===== config.mk =====
export PLATFORM = sky130hd
export DESIGN_NAME = instr_fetch_unit
export DESIGN_NICKNAME = d
export VERILOG_FILES = /design/src/rtl/fetch_pkg.sv /design/src/rtl/fetch_pc_next.sv /design/src/rtl/instr_fetch_unit.sv
export SDC_FILE = /design/constraint.sdc
export NUM_CORES = 1
export LEC_CHECK = 0
export BUFFER_PORTS_ARGS = -buffer_cell sky130_fd_sc_hd__buf_2
export CELL_PAD_IN_SITES_DETAIL_PLACEMENT = 1
export CELL_PAD_IN_SITES_GLOBAL_PLACEMENT = 1
export CORE_AREA = 2 2 138 140
export CTS_CLUSTER_DIAMETER = 80
export CTS_CLUSTER_SIZE = 24
export DETAILED_ROUTE_END_ITERATION = 6
export DIE_AREA = 0 0 140 142
export PLACE_DENSITY_LB_ADDON = 0.1
export SYNTH_ARGS = -nofsm -noshare
export SYNTH_HDL_FRONTEND = slang
export SYNTH_HIERARCHICAL = 1
export SYNTH_SLANG_ARGS = --single-unit

===== constraint.sdc =====
create_clock -name clk_i -period 4.1 [get_ports clk_i]
set_input_delay 0.82 -clock clk_i [delete_from_list [all_inputs] [get_ports clk_i]]
set_output_delay 0.82 -clock clk_i [all_outputs]
set_load 0.05 [all_outputs]

===== src/rtl/fetch_pkg.sv =====
// Shared types and constants for the instruction fetch unit, its PC mux,
// the control decoder and the bench.
package fetch_pkg;

  localparam int unsigned INSTR_W = 32;
  localparam int unsigned OP_W    = 6;

  typedef enum logic [1:0] {
    FETCH = 2'd0,
    WAIT  = 2'd1,
    HOLD  = 2'd2
  } state_e;

  typedef enum logic [1:0] {
    PC_HOLD  = 2'd0,
    PC_INC   = 2'd1,
    PC_REDIR = 2'd2
  } pc_sel_e;

  localparam logic [OP_W-1:0] OP_RTYPE = 6'd0;
  localparam logic [OP_W-1:0] OP_J     = 6'd2;
  localparam logic [OP_W-1:0] OP_JAL   = 6'd3;
  localparam logic [OP_W-1:0] OP_BEQ   = 6'd4;
  localparam logic [OP_W-1:0] OP_ADDI  = 6'd8;
  localparam logic [OP_W-1:0] OP_SLTI  = 6'd10;
  localparam logic [OP_W-1:0] OP_LW    = 6'd35;
  localparam logic [OP_W-1:0] OP_SW    = 6'd43;

  function automatic logic [OP_W-1:0] opcode_of(input logic [INSTR_W-1:0] instr);
    return instr[INSTR_W-1:INSTR_W-OP_W];
  endfunction

endpackage


===== src/rtl/fetch_pc_next.sv =====
// Combinational next-PC selection: hold, sequential +4, or word-aligned redirect.
module fetch_pc_next
  import fetch_pkg::*;
#(
  parameter int unsigned ADDR_W = 32
) (
  input  logic [1:0]        sel,
  input  logic [ADDR_W-1:0] pc,
  input  logic [ADDR_W-1:0] redirect_pc,
  output logic [ADDR_W-1:0] pc_plus4,
  output logic [ADDR_W-1:0] pc_next
);

  assign pc_plus4 = pc + ADDR_W'(4);

  always_comb begin
    pc_next = pc;
    case (sel)
      PC_INC:   pc_next = pc_plus4;
      PC_REDIR: pc_next = {redirect_pc[ADDR_W-1:2], 2'b00};
      default:  pc_next = pc;
    endcase
  end

endmodule


===== src/rtl/instr_fetch_unit.sv =====
// Single-outstanding instruction fetcher feeding decode over valid/ready,
// with redirect support and dropping of responses made stale by a redirect.
module instr_fetch_unit
  import fetch_pkg::*;
#(
  parameter int unsigned       ADDR_W   = 32,
  parameter logic [ADDR_W-1:0] RESET_PC = '0
) (
  input  logic               clk_i,
  input  logic               rst_n,
  output logic               imem_req_o,
  output logic [ADDR_W-1:0]  imem_addr_o,
  input  logic               imem_gnt_i,
  input  logic               imem_rvalid_i,
  input  logic [INSTR_W-1:0] imem_rdata_i,
  input  logic               redirect_i,
  input  logic [ADDR_W-1:0]  redirect_pc_i,
  output logic [INSTR_W-1:0] instr_o,
  output logic [OP_W-1:0]    instr_op_o,
  output logic [ADDR_W-1:0]  pc_o,
  output logic [ADDR_W-1:0]  pc_plus4_o,
  output logic               valid_o,
  input  logic               ready_i,
  output logic [31:0]        fetch_cnt_o
);

  state_e            state;
  logic              drop;
  logic [ADDR_W-1:0] pc;
  logic [ADDR_W-1:0] pc_plus4;
  logic [ADDR_W-1:0] pc_next;
  pc_sel_e           pc_sel;

  // A redirect always wins; otherwise pc only advances on an accepted response.
  always_comb begin
    pc_sel = PC_HOLD;
    if (redirect_i) begin
      pc_sel = PC_REDIR;
    end else if (state == WAIT && imem_rvalid_i && !drop) begin
      pc_sel = PC_INC;
    end
  end

  fetch_pc_next #(.ADDR_W(ADDR_W)) u_pc_next (
    .sel         (pc_sel),
    .pc          (pc),
    .redirect_pc (redirect_pc_i),
    .pc_plus4    (pc_plus4),
    .pc_next     (pc_next)
  );

  // Request is suppressed during reset and in a redirect cycle.
  assign imem_req_o  = rst_n & (state == FETCH) & ~redirect_i;
  assign imem_addr_o = pc;
  assign instr_op_o  = opcode_of(instr_o);

  always_ff @(posedge clk_i or negedge rst_n) begin
    if (!rst_n) begin
      state       <= FETCH;
      drop        <= 1'b0;
      pc          <= RESET_PC;
      valid_o     <= 1'b0;
      instr_o     <= '0;
      pc_o        <= '0;
      pc_plus4_o  <= '0;
      fetch_cnt_o <= '0;
    end else begin
      pc <= pc_next;
      case (state)
        FETCH: begin
          if (!redirect_i && imem_gnt_i) state <= WAIT;
        end
        WAIT: begin
          if (redirect_i) begin
            // A response landing with the redirect is stale; otherwise mark the next one.
            if (imem_rvalid_i) begin
              drop  <= 1'b0;
              state <= FETCH;
            end else begin
              drop  <= 1'b1;
            end
          end else if (imem_rvalid_i) begin
            if (drop) begin
              drop  <= 1'b0;
              state <= FETCH;
            end else begin
              instr_o    <= imem_rdata_i;
              pc_o       <= pc;
              pc_plus4_o <= pc_plus4;
              valid_o    <= 1'b1;
              state      <= HOLD;
            end
          end
        end
        HOLD: begin
          if (redirect_i) begin
            valid_o <= 1'b0;
            state   <= FETCH;
          end else if (ready_i) begin
            fetch_cnt_o <= fetch_cnt_o + 32'd1;
            valid_o     <= 1'b0;
            state       <= FETCH;
          end
        end
        default: state <= FETCH;
      endcase
    end
  end

endmodule

==> impl_metrics.csv <==
group,metric,value,unit
status,status,"complete, but fails checks",
status,violations,"design-rule violations",
worst_setup_path,critPathMaxFanout,12,
place,placed_area,9085,um^2
cts,hold_buffers,0,
power_and_ir_drop,switchingPower,0.003373,W
yosys,syn_avg_cell_area,11.87,um^2
yosys,synth_top_cell_area_share,52.40,%
sta,period_minus_slack,2.895,ns
power_and_ir_drop,irDropWorstVdd,0.0004320,V
yosys,yosys.area.top_type,"dfrtp_1",
cells_and_area,multiInputGateArea,3407,um^2
die,start_util,42.44,%
power_and_ir_drop,pwr-share-comb,43.0,%
drt,routed_wl,21610,um
cells_and_area,area.growth.synth_to_final,23.99,%
die,fp-row-count,50,
power_and_ir_drop,powerDensity,746.1,nW/um^2
yosys,ys_ff_latch,164,
die,die_area,19880,um^2
cts,clock_path_buffers,2,
cts,cts_tree,"yes",
drt,avgViaCountPerCell,5.542,
worst_hold_path,hold_path.class,"primary input to asynchronous set/reset pin",
yosys,synth-seq-area-share,52.40,%
drt,firstDrtPassIters,6,
cells_and_area,diodes,0,
yosys,synth.most_common_cell,"dfrtp_1",
place,portBuffers,235,
place,hpwl,15100,um
cts,cts_resized,0,
sta,fmax,0.3454,GHz
cts,h-tree-depth,4,
drt,postRouteAntennaNets,0,
sta,worst_pin_slew,1.062,ns
sta,setup_viol,0,
global_routing,first_global_vias,6534,
sta,slew-limit-headroom,28.54,%
power_and_ir_drop,switching_share,46.56,%
yosys,synth.cell_area,7833,um^2
worst_setup_path,worst-setup-path-type,"flop to flop",
cells_and_area,seqCellArea,4104,um^2
yosys,postSynthNetCount,734,
worst_setup_path,end_kind,"flop",
cells_and_area,final_nets,942,
drt,num_vias,6179,
yosys,yosysWarningCount,6,
sta,finalMaxSlewViolations,0,
cts,insertion_delay,0.43,ns
cells_and_area,fillers,2023,
power_and_ir_drop,p_clk_share,23.4,%
sta,rsz0062_at_grt,"no",
power_and_ir_drop,p_leak,4.872,nW
worst_setup_path,startpoint_type,"flop",
flow_run,cap_violations,0,
cts,cts_buffers,17,
yosys,ys_types,61,
yosys,syn_inst,660,
drt,drtIter0Drc,314,
sta,hold_viol,0,
cells_and_area,drive_gt1_share,44.15,%
global_routing,grt_max_degree,124,
place,gp_congestion,0.8157,
yosys,synthArstFlopShare,100.0,%
cts,cts.sinks,164,
cts,cts_root_buf,"clkbuf_16",
drt,drc,15,
die,ios,238,
global_routing,grt_pass1_wl,35150,um
power_and_ir_drop,power_frac_seq,33.6,%
yosys,synth_edf_count,0,
cts,clkTransAtPathRegs,0.07,ns
worst_setup_path,critPathRequiredTime,4.41,ns
drt,wire_per_inst,19.38,um
sta,fin_crit_sh,70.61,%
cts,postCtsSetupRepairBufs,0,
worst_setup_path,critPathArrivalTime,3.20,ns
global_routing,gr-total-overflow,0,
sta,finClkSkew,0.01042,ns
sta,fin_tns_setup,0,ns
cells_and_area,fin_area,9712,um^2
yosys,synthFlopType,"dfrtp_1",
global_routing,grt_usage,22.23,%
yosys,synthTopCellsByArea,"dfrtp_1 52%, mux2_2 14%, xnor2_1 3.4%, xor2_1 3.0%, nand2_1 1.7%",
global_routing,antenna_found_initial,0,
die,die_height,142,um
power_and_ir_drop,internal-power,0.003873,W
yosys,synth_common_cells,"164 x dfrtp_1, 97 x mux2_2, 35 x nand2_1",
die,die_x,140,um
die,coreArea,18460,um^2
-- logic make-up (layout without fill, tap and decap cells) --
| family | after synthesis | after routing | share of synthesized area [%] |
|---|---|---|---|
| AOI/OAI and AO/OA | 78 | 78 | 6.917 |
| buffers and inverters | 64 | 285 | 4.169 |
| DFF | 164 | 164 | 52.40 |
| and+or+nand+nor | 187 | 187 | 14.41 |
| muxes | 106 | 106 | 15.10 |
| adders and majority gates | 4 | 4 | 0.6390 |
| xor gates and xnor gates | 57 | 57 | 6.374 |
-- registers in the layout, summed over array words and instances (netlist names) --
signal,count
fetch_cnt_o,32
pc_o,32
imem_addr_o,32
instr_o,32
valid_o,1
drop,1
pc_plus4_o,32
state,2
-- power by group through the flow --
stage          combinational (W)  sequential (W)  clock (W)
6_report                 0.00312         0.00244    0.00169
5_1_grt                  0.00325         0.00252    0.00180
4_1_cts                  0.00314         0.00245    0.00174
3_5_place_dp             0.00314         0.00247          0
3_3_place_gp             0.00310         0.00243          0
2_1_floorplan           0.000751         0.00410          0
-- final cells by class --
class | count | area share (%)
sequential | 164 | 42.26
multi-input combinational | 432 | 35.08
timing repair buffer | 240 | 12.69
clock buffer | 18 | 4.522
tap | 234 | 3.015
clock inverter | 14 | 1.932
inverter | 13 | 0.5024
-- routing by layer --
metal / global-route usage [%] / up-vias / part of all wire (%)
li1: - / 2795 / -
met1: 27.81 / 3150 / 42
met2: 37.96 / 201 / 51
met3: 5.249 / 33 / 5.9
met4: 7.974 / 0 / 1.8
met5: 0 / - / 0
-- worst paths after layout --
path / start / endpoint / slack (ns) / cells after the start
hold / removal: rst_n / imem_addr_o[14] / 0.31 / 1
setup reg to reg: imem_addr_o[8] / pc_plus4_o[29] / 1.21 / 5
min in group clk_i: fetch_cnt_o[31] / fetch_cnt_o[31] / 0.47 / 1
setup / recovery: imem_addr_o[8] / pc_plus4_o[29] / 1.21 / 5
max in group asynchronous: rst_n / fetch_cnt_o[28] / 2.77 / 2
hold reg to reg: fetch_cnt_o[31] / fetch_cnt_o[31] / 0.47 / 1
-- stage by stage --
| stage | total power, W | std cells | setup slack (ns) | util (%) | hold WS [ns] |
|---|---|---|---|---|---|
| CTS | 0.007333 | 1115 | 1.198 | 52.62 | 0.3090 |
| global route | 0.007564 | 1115 | 0.9355 | 52.62 | 0.3250 |
| finish | 0.007246 | 1115 | 1.205 | 52.62 | 0.3083 |
| global placement | 0.005524 | 1083 | 1.054 | 49.23 | 0.4557 |
| detailed placement | 0.005609 | 1083 | 1.006 | 49.23 | 0.4575 |
| floorplan | 0.004848 | 660 | 0.7280 | - | 0.4964 |
-- worst max-delay path, cell delays in order, from the launching register on --
cell	delay, ns
dfrtp_1	0.51
nand4_1	0.53
nor4_1	1.06
nand3_1	0.21
xnor2_1	0.19
mux2_2	0.27
-- cell usage in the layout, fill, tap and decap left out, types with 3 or more instances in the layout --
cell type / instances
buf_2: 234
dfrtp_1: 164
mux2_2: 97
nand2_1: 35
nor2_1: 33
xnor2_1: 30
xor2_1: 27
nand3_1: 24
nand4_1: 18
clkbuf_16: 17
a22oi_1: 16
a21oi_1: 14
o21ai_0: 13
inv_1: 12
and3_1: 11
nor3_1: 11
mux2i_1: 9
or4_1: 8
and4_1: 7
nor4_1: 7
inv_6: 6
and2_1: 5
o211ai_1: 5
buf_4: 4
a32oi_1: 4
o21a_1: 4
o22ai_1: 4
nor2b_1: 3
nand4_4: 3
nor4_4: 3
ha_1: 3
bufinv_16: 3
clkinv_4: 3
a22o_1: 3
No activity file was read; power rests on OpenSTA's default activity.
